**src/rtl/awb_pkg.sv**
```systemverilog
// Shared constants for the AWB gain controller: 8.8 gain format and FSM state encoding.
package awb_pkg;

    localparam int unsigned GAIN_W    = 16;
    localparam int unsigned GAIN_FRAC = 8;
    localparam logic [GAIN_W-1:0] GAIN_UNITY = 16'h0100;

    localparam logic [2:0] ST_IDLE  = 3'd0;
    localparam logic [2:0] ST_DIV_R = 3'd1;
    localparam logic [2:0] ST_DIV_B = 3'd2;
    localparam logic [2:0] ST_CLAMP = 3'd3;
    localparam logic [2:0] ST_DONE  = 3'd4;

endpackage

```
**src/rtl/seq_divider.sv**
```systemverilog
// Restoring divider, one quotient bit per cycle; done pulses N_W cycles after start.
// A zero divisor naturally yields an all-ones quotient.
module seq_divider #(
    parameter int unsigned N_W = 34,
    parameter int unsigned D_W = 26
) (
    input  logic           clk,
    input  logic           reset,
    input  logic           start,
    input  logic [N_W-1:0] dividend,
    input  logic [D_W-1:0] divisor,
    output logic           done,
    output logic [N_W-1:0] quotient
);

    localparam int unsigned CNT_W = $clog2(N_W + 1);

    logic             busy;
    logic [CNT_W-1:0] count;
    logic [D_W-1:0]   rem;
    logic [D_W-1:0]   dvsr;
    logic [D_W:0]     trial;
    logic             fits;

    // Quotient register doubles as the dividend shifter: MSB feeds the remainder.
    always_comb begin
        trial = {rem, quotient[N_W-1]};
        fits  = (trial >= {1'b0, dvsr});
    end

    always_ff @(posedge clk or posedge reset) begin
        if (reset) begin
            busy     <= 1'b0;
            done     <= 1'b0;
            count    <= '0;
            rem      <= '0;
            dvsr     <= '0;
            quotient <= '0;
        end else begin
            done <= 1'b0;
            if (start) begin
                busy     <= 1'b1;
                count    <= CNT_W'(N_W);
                rem      <= '0;
                dvsr     <= divisor;
                quotient <= dividend;
            end else if (busy) begin
                rem      <= fits ? D_W'(trial - {1'b0, dvsr}) : trial[D_W-1:0];
                quotient <= {quotient[N_W-2:0], fits};
                count    <= count - 1'b1;
                if (count == CNT_W'(1)) begin
                    busy <= 1'b0;
                    done <= 1'b1;
                end
            end
        end
    end

endmodule

```
**src/rtl/awb_gain_ctrl.sv**
```systemverilog
// Per-frame gray-world AWB gain controller: accumulates RGB sums, divides during blanking,
// and commits clamped 8.8 gains only at frame start.
module awb_gain_ctrl
    import awb_pkg::*;
#(
    parameter int unsigned source_h = 512,
    parameter int unsigned source_v = 512,
    parameter int unsigned SUM_W    = 26,
    parameter logic [15:0] MAX_GAIN = 16'h0400
) (
    input  logic              clk,
    input  logic              reset,
    input  logic              in_vsync,
    input  logic              in_den,
    input  logic [7:0]        in_data_R,
    input  logic [7:0]        in_data_G,
    input  logic [7:0]        in_data_B,
    input  logic              cfg_enable,
    input  logic              cfg_manual,
    input  logic [GAIN_W-1:0] cfg_gain_R,
    input  logic [GAIN_W-1:0] cfg_gain_B,
    output logic [GAIN_W-1:0] gain_R,
    output logic [GAIN_W-1:0] gain_B,
    output logic              gain_update,
    output logic              busy,
    output logic              overrun
);

    localparam int unsigned N_W = SUM_W + GAIN_FRAC;
    localparam longint MAX_SUM = longint'(source_h) * longint'(source_v) * 255;

    if (MAX_SUM >= (longint'(1) << SUM_W)) begin : g_sum_w_too_small
        $error("SUM_W too small for source_h*source_v*255");
    end

    logic                 vsync_q;
    logic [SUM_W-1:0]     acc_r, acc_g, acc_b;
    logic [SUM_W-1:0]     op_r, op_g, op_b;
    logic [2:0]           state;
    logic [GAIN_W-1:0]    gain_r_tmp, shadow_r, shadow_b;
    logic                 pending;
    logic                 frame_end, frame_start, idle, commit;
    logic                 div_start, div_done;
    logic [N_W-1:0]       div_dividend, div_quotient;
    logic [SUM_W-1:0]     div_divisor;
    logic [GAIN_W-1:0]    next_r, next_b;
    logic                 take_shadow;

    function automatic logic [GAIN_W-1:0] clamp_gain(input logic [N_W-1:0] q,
                                                     input logic zero_div);
        if (zero_div || (q > N_W'(MAX_GAIN))) return MAX_GAIN;
        return q[GAIN_W-1:0];
    endfunction

    assign frame_end   = vsync_q & ~in_vsync;
    assign frame_start = in_vsync & ~vsync_q;
    assign idle        = (state == ST_IDLE);
    assign busy        = ~idle;
    assign commit      = frame_start & idle;

    // Red divide starts straight from the accumulators on the frame-end cycle.
    always_comb begin
        div_start    = 1'b0;
        div_dividend = {op_g, {GAIN_FRAC{1'b0}}};
        div_divisor  = op_b;
        if (idle && frame_end) begin
            div_start    = 1'b1;
            div_dividend = {acc_g, {GAIN_FRAC{1'b0}}};
            div_divisor  = acc_r;
        end else if (state == ST_DIV_R && div_done) begin
            div_start = 1'b1;
        end
    end

    seq_divider #(
        .N_W(N_W),
        .D_W(SUM_W)
    ) u_div (
        .clk     (clk),
        .reset   (reset),
        .start   (div_start),
        .dividend(div_dividend),
        .divisor (div_divisor),
        .done    (div_done),
        .quotient(div_quotient)
    );

    always_comb begin
        next_r      = gain_R;
        next_b      = gain_B;
        take_shadow = 1'b0;
        if (cfg_manual) begin
            next_r = cfg_gain_R;
            next_b = cfg_gain_B;
        end else if (!cfg_enable) begin
            next_r = GAIN_UNITY;
            next_b = GAIN_UNITY;
        end else if (pending) begin
            next_r      = shadow_r;
            next_b      = shadow_b;
            take_shadow = 1'b1;
        end
    end

    always_ff @(posedge clk or posedge reset) begin
        if (reset) begin
            vsync_q    <= 1'b0;
            acc_r      <= '0;
            acc_g      <= '0;
            acc_b      <= '0;
            op_r       <= '0;
            op_g       <= '0;
            op_b       <= '0;
            state      <= ST_IDLE;
            gain_r_tmp <= GAIN_UNITY;
            shadow_r   <= GAIN_UNITY;
            shadow_b   <= GAIN_UNITY;
            pending    <= 1'b0;
            overrun    <= 1'b0;
        end else begin
            vsync_q <= in_vsync;
            if (frame_end) begin
                acc_r <= '0;
                acc_g <= '0;
                acc_b <= '0;
            end else if (in_vsync && in_den) begin
                acc_r <= acc_r + SUM_W'(in_data_R);
                acc_g <= acc_g + SUM_W'(in_data_G);
                acc_b <= acc_b + SUM_W'(in_data_B);
            end

            // A frame end while busy drops that frame's statistics.
            if (frame_end) begin
                if (idle) begin
                    op_r  <= acc_r;
                    op_g  <= acc_g;
                    op_b  <= acc_b;
                    state <= ST_DIV_R;
                end else begin
                    overrun <= 1'b1;
                end
            end

            case (state)
                ST_DIV_R: if (div_done) begin
                    gain_r_tmp <= clamp_gain(div_quotient, op_r == '0);
                    state      <= ST_DIV_B;
                end
                ST_DIV_B: if (div_done) state <= ST_CLAMP;
                ST_CLAMP: begin
                    shadow_r <= (op_g == '0) ? GAIN_UNITY : gain_r_tmp;
                    shadow_b <= (op_g == '0) ? GAIN_UNITY : clamp_gain(div_quotient, op_b == '0);
                    state    <= ST_DONE;
                end
                ST_DONE: begin
                    pending <= 1'b1;
                    state   <= ST_IDLE;
                end
                default: ;
            endcase

            if (commit && take_shadow) pending <= 1'b0;
        end
    end

    always_ff @(posedge clk or posedge reset) begin
        if (reset) begin
            gain_R      <= GAIN_UNITY;
            gain_B      <= GAIN_UNITY;
            gain_update <= 1'b0;
        end else begin
            gain_update <= 1'b0;
            if (commit) begin
                gain_R      <= next_r;
                gain_B      <= next_b;
                gain_update <= (next_r != gain_R) || (next_b != gain_B);
            end
        end
    end

endmodule
```
**config.mk**
```make
export PLATFORM = sky130hd
export DESIGN_NAME = awb_gain_ctrl
export DESIGN_NICKNAME = d
export VERILOG_FILES = /design/src/rtl/awb_pkg.sv /design/src/rtl/seq_divider.sv /design/src/rtl/awb_gain_ctrl.sv
export SDC_FILE = /design/constraint.sdc
export NUM_CORES = 1
export LEC_CHECK = 0
export ABC_AREA = 1
export BUFFER_PORTS_ARGS = -buffer_cell sky130_fd_sc_hd__buf_4
export CELL_PAD_IN_SITES_DETAIL_PLACEMENT = 1
export CELL_PAD_IN_SITES_GLOBAL_PLACEMENT = 2
export CORE_UTILIZATION = 35
export DETAILED_ROUTE_END_ITERATION = 12
export PLACE_DENSITY = 0.83
export SLEW_MARGIN = 30
export SYNTH_ARGS = -nofsm -noshare
export SYNTH_HDL_FRONTEND = slang
export SYNTH_HIERARCHICAL = 1
export SYNTH_SLANG_ARGS = --single-unit
```
**constraint.sdc**
```tcl
create_clock -name clk -period 9.86 [get_ports clk]
set_clock_uncertainty 0.15 [all_clocks]
set_input_delay 0 -clock clk [delete_from_list [all_inputs] [get_ports clk]]
set_output_delay 0 -clock clk [all_outputs]
set_load 0.02 [all_outputs]
```
# [Word level (Yosys, flattened, before mapping)]
# Cells that the tools add are included.
[totals] reg_bits=337 input_bits=62 out_inout_bits=35 wordCells=110
[op_classes] addsub=5 order_cmp=2 n_eq_ne=7 mux=51 n_bitwise=6 reduce_logical=17
[op_table] operator="26-bit two-way mux" n=10
[op_table] operator="16-bit two-way mux" n=12
[op_table] operator="34-bit two-way mux" n=3
[op_table] operator="26-bit by 8-bit adder with 26-bit output" n=3
[op_table] operator="26-bit zero test" n=3
[op_table] operator="34-bit by 11-bit > comparator with 1-bit output (second input constant)" n=1
[op_table] operator="16-bit inequality test" n=2
[op_table] operator="27-bit by 26-bit >= comparator with 1-bit output" n=1
[op_table] operator="26-bit subtractor" n=1
[op_table] operator="1-bit two-way mux" n=19
[op_table] operator="3-bit two-way mux" n=4
[op_table] operator="6-bit two-way mux" n=2
[op_table] operator="3-bit one-hot mux with 4 select lines" n=1
[op_table] operator="3-bit by 2-bit == test with 1-bit output (second input constant)" n=2
[op_table] operator="6-bit by 1-bit == test with 1-bit output (second input constant)" n=1
[op_table] operator="2-bit AND reduction" n=3
[op_table] operator="2-bit nonzero test" n=3
[op_table] operator="6-bit by 1-bit subtractor with 6-bit output (second input constant)" n=1
[op_table] operator="1-bit logical AND" n=4
[op_table] operator="1-bit bitwise AND" n=3
[op_table] operator="3-bit by 1-bit == test with 1-bit output (second input constant)" n=1
[op_table] operator="3-bit == test (second input constant)" n=1
[op_table] operator="3-bit zero test" n=1
[op_table] operator="1-bit logical OR" n=3
[op_table] operator="1-bit inverter" n=3

# [Logic depth before layout (Yosys ltp)]
[depth] depth_word=6 ltp_mapped=16 depth_no_buf=16

# [By module]
# The synthesis kept the hierarchy.
[modules_own_cells] mod="awb_gain_ctrl" n_inst=1 cells_each=1753 area_each_um2=12932.4
[modules_own_cells] mod="seq_divider" n_inst=1 cells_each=897 area_each_um2=6124.6

# [Least setup slack after synthesis]
# No wires, ideal clock.
[synth_path] kind="reg-to-reg" from="register state[1]" to="register u_div.quotient[10]" setup_time_ns=0.142 arrival_ns=2.170 required_ns=9.568 setup_slack_ns=7.397 stages_incl_launch_ff=13 n_path_buf=4 period_less_slack_ns=2.463 cell_sequence="dfrtp_1 > nor2_1 > inv_1 > nor2_1 > nand2_1 > buf_2 > buf_2 > nand2_1 > clkbuf_1 > nor2_1 > inv_2 > buf_1 > o221ai_1"
[synth_between] elab_chain_len=5 word_cells_on_any_way=9 classes_between="eq/ne: 1; mux: 4; reduce/logical: 4"
[synth_rtl] element="start: declaration" line_no="awb_gain_ctrl.sv:39" text="logic [2:0] state;"
[synth_rtl] element="start signal: assignment" line_no="awb_gain_ctrl.sv:114" text="state <= ST_IDLE;"
[synth_rtl] element="start signal: assignment" line_no="awb_gain_ctrl.sv:138" text="state <= ST_DIV_R;"
[synth_rtl] element="start signal: assignment" line_no="awb_gain_ctrl.sv:147" text="state <= ST_DIV_B;"
[synth_rtl] element="3-bit by 1-bit == test with 1-bit output" line_no="awb_gain_ctrl.sv:70" text="end else if (state == ST_DIV_R && div_done) begin"
[synth_rtl] element="1-bit logical AND" line_no="awb_gain_ctrl.sv:70"
[synth_rtl] element="1-bit two-way mux" line_no="awb_gain_ctrl.sv:70"
[synth_rtl] element="1-bit two-way mux (*)" line_no="awb_gain_ctrl.sv:66" text="if (idle && frame_end) begin"
[synth_rtl] element="named net div_start" line_no="awb_gain_ctrl.sv:43" text="logic div_start, div_done;"
[synth_rtl] element="34-bit two-way mux / 2-bit nonzero test (equally long branches)"
[synth_rtl] element="end signal: assignment" line_no="seq_divider.sv:46" text="quotient <= dividend;"
[synth_rtl] element="end signal: assignment" line_no="seq_divider.sv:49" text="quotient <= {quotient[N_W-2:0], fits};"
[synth_rtl] element="end: declaration" line_no="seq_divider.sv:13" text="output logic [N_W-1:0] quotient"
# Mark *: on every way through the listed nets, which the timed path passes. The rest lies on a longest branch.
# A chain may end at the register's enable or synchronous reset.

# [Final worst setup path]
[layout_path] from="register state[1]" to="register u_div.rem[18]"
[layout_between] elab_chain_len=5 word_cells_on_any_way=8 classes_between="eq/ne: 1; mux: 3; reduce/logical: 4"
[layout_rtl] element="3-bit by 1-bit == test with 1-bit output" line_no="awb_gain_ctrl.sv:70"
[layout_rtl] element="1-bit logical AND" line_no="awb_gain_ctrl.sv:70"
[layout_rtl] element="1-bit two-way mux" line_no="awb_gain_ctrl.sv:70"
[layout_rtl] element="1-bit two-way mux (*)" line_no="awb_gain_ctrl.sv:66"
[layout_rtl] element="named net div_start" line_no="awb_gain_ctrl.sv:43"
[layout_rtl] element="26-bit two-way mux / 2-bit nonzero test (equally long branches)"
[layout_rtl] element="end signal: assignment" line_no="seq_divider.sv:48" text="rem <= fits ? D_W'(trial - {1'b0, dvsr}) : trial[D_W-1:0];"
[layout_rtl] element="end: declaration" line_no="seq_divider.sv:20" text="logic [D_W-1:0] rem;"
# Marks and branches as above.

==> results.ini <==
[synthesis]
yosysSeqAreaShare_pct=44.28
yosys_register_bits=337
synth-edff-count=0
yosysMostFrequentCell=nand2_1
synth_top_area_share_pct=43.60
synthTopCellsByCount=nand2_1 (971), inv_1 (376), dfrtp_1 (332)
async_reset_ff_share_pct=100.0
ys_types=58
avgSynthCellArea_um2=7.191
synth_top_area_cell=dfrtp_1
synth_area_leaders=dfrtp_1 (44%), nand2_1 (19%), inv_1 (7.4%), nand3_1 (4.9%), o21ai_0 (4.1%)
yosys_warnings=6
synth-main-ff-cell=dfrtp_1
netlist_area_mm2=0.01906
syn_inst=2650

[critical_path]
crit_path_max_fanout=116
cp_top_family=simple AND/OR/NAND/NOR gates
crit_cells=12
crit_type=flop to flop
reg2reg_slack_ns=5.81
critPathCapture=u_div/rem[18]
cp_slowest_cell=nand2_2
worst_path_most_repeated_cell=nand2_1
cp.arrival_ns=4.35
worstPathCellList=nor2_1, inv_1, nor2_1, nand2_8, nand2_2, buf_4, nor2_2, buf_4, nand2_1, nand2_1, nand2_1, nand2_1
crit_path_start=state[1]
ff2ff_path_depth=12
reg2reg_from=state[1]
critPathCaptureType=flop
start_kind=flop
rr_endpoint=u_div/rem[18]
required_ns=10.16
cp_num_buf_inv=3
slowest_delay_ns=0.61

[floorplan]
io_pins=97
dieArea_mm2=0.05538
fp-row-count=85
start_util_pct=35.41
coreArea_mm2=0.05381
die_x_um=235.3
die_h_um=235.3

[finish]
area_delta_synth_final_pct=21.05
final_cell_count_no_fill=3565
drive_gt1_share_pct=8.261
fin_area_mm2=0.02307
nets=2953
diodes=0
num-fill-cells=6707

[placement]
io_buffers=96
hpwlAfterDp_um=43230
placed_cell_area_mm2=0.02041
place_congestion=0.8341
dp_cells=3376

[clock_tree]
htree_levels=2
cts_buffers=42
clk_latency_ns=0.58
clock-sinks=337
cts_setup_buffers=0
clk_pin_slew_ns=0.06
cts_tree=built
cts.repair.resized=0
clock_path_buffers=3
cts_root_buffer=clkbuf_16

[job]
maxCapViolCount=0

[global_route]
antenna_found_initial=0
grt_util_all_layers_pct=22.30
grt_max_degree=151
grt_pass1_vias=18944
grt_pass1_wl_um=100000
overflow=0

[worst_hold_path]
min_path_type=input port to flop

[power]
p_leak_nw=11.92
cellPowerDensity_mw_per_mm2=154.7
peakVddDrop_mv=0.1043

[detailed_routing]
drt-pass1-iter-count=5
routed_via_density=5.016
route.detailed.drc=0
drt_iter0_drc=811
routed-via-count=17883
antenna_left=0
wl_per_cell_um=17.12
routed_wirelength_um=61040

[sta]
max_freq_mhz=246.9
worstMarginPinSlew_ns=0.9413
slew_headroom_pct=37.10
period_minus_slack_ns=4.050
setup_viol=0
fin_setup_tns_ns=0
slew_viol_final=0
fin_crit_sh_pct=41.08
rsz0062_at_grt=no
hold_viol=0

[run_status]
status=completed

-- worst register-to-register path: cells and delay by family (launching register included) --
| family | cells | cell delay (ns) |
|---|---|---|
| buffers and inverters | 3 | 0.95 |
| and+or+nand+nor | 9 | 2.42 |
| DFF | 1 | 0.42 |
-- metrics by stage --
stage	power, mW	hold WS, ns	setup WS (ns)	util, %
after floorplan	1.694	-0.1186	3.045	-
after global placement	1.800	-0.1616	5.410	37.86
after detailed placement	1.813	-0.1572	5.481	37.93
after CTS	3.610	0.005410	5.475	42.86
after global routing	3.716	0.06650	5.464	42.87
final	3.569	0.03493	5.810	42.87
-- worst min path at each step --
stage / startpoint / to / slack, ns / depth (start not counted)
6_report: cfg_manual / gain_B[0] / 0.03 / 5
2_1_floorplan: in_vsync / vsync_q / -0.12 / 0
3_3_place_gp: reset / u_div/rem[25] / -0.16 / 2
3_5_place_dp: reset / u_div/rem[25] / -0.16 / 2
4_1_cts: cfg_manual / gain_B[0] / 0.005 / 5
5_1_grt: cfg_manual / gain_B[3] / 0.07 / 5
-- routing by layer --
| layer | vias up | GRT usage (%) | wire length (µm) |
|---|---|---|---|
| li1 | 8789 | - | - |
| met1 | 8806 | 30.71 | 29030 |
| met2 | 214 | 37.34 | 29190 |
| met3 | 74 | 2.263 | 1573 |
| met4 | 0 | 5.981 | 1239 |
| met5 | - | 0 | 0 |
-- kinds of logic (layout without fill, tap and decap cells) --
| group | after synthesis | count (layout) | synth area share (%) |
|---|---|---|---|
| other | 1 | 8 | 0.01968 |
| adder cells (fa/ha/maj) | 56 | 56 | 3.834 |
| buffers and inverters | 474 | 686 | 9.881 |
| AND/OR/NAND/NOR | 1434 | 1434 | 31.28 |
| flip-flops | 337 | 337 | 44.28 |
| XOR/XNOR | 13 | 13 | 0.5975 |
| AO/OA/AOI/OAI | 335 | 335 | 10.10 |
-- power by group --
| part | switching (mW) | internal [mW] | total, mW |
|---|---|---|---|
| registers | 0.0344 | 1.42 | 1.45 |
| clock network | 0.654 | 1.06 | 1.72 |
| logic | 0.236 | 0.164 | 0.400 |
-- flip-flops by register name, summed over array words and instances, names as in the netlist, 3 cells and up --
| register | cells |
|---|---|
| u_div/rem | 26 |
| acc_b | 26 |
| gain_B | 16 |
| gain_r_tmp | 16 |
| u_div/quotient | 34 |
| shadow_b | 16 |
| state | 3 |
| acc_g | 26 |
| u_div/count | 6 |
| acc_r | 26 |
| gain_R | 16 |
| u_div/dvsr | 26 |
| op_g | 26 |
| op_r | 26 |
| op_b | 26 |
| shadow_r | 16 |
-- layout by cell type (no fill, tap or decap), types with 19 or more instances in the layout --
cell / count
dlygate4sd3_1: 111
nand4_1: 34
dfrtp_1: 332
nor3_1: 19
clkbuf_16: 43
nor4_1: 19
o21ai_0: 157
a21oi_1: 61
o221ai_1: 27
o22ai_1: 45
buf_4: 105
nand3_1: 185
nand2_1: 969
nor2_1: 162
ha_1: 52
inv_1: 372
-- cell type report --
type / count / area [µm²] / share of cell area, %
inverters: 390 / 1476 / 6.400
repair buffers: 218 / 1939 / 8.407
clock buffers: 52 / 1170 / 5.071
multi-input cells: 1846 / 8800 / 38.15
well taps: 696 / 870.8 / 3.775
flip-flops and latches: 337 / 8439 / 36.58
clock inverters: 26 / 372.9 / 1.616
-- timing repair --
item,in CTS,in global routing
hold buffers,111,0
endpoints found under the hold margin,215,0
endpoints found under the setup margin,0,0
Note: power is estimated with default switching activity, not from simulation.
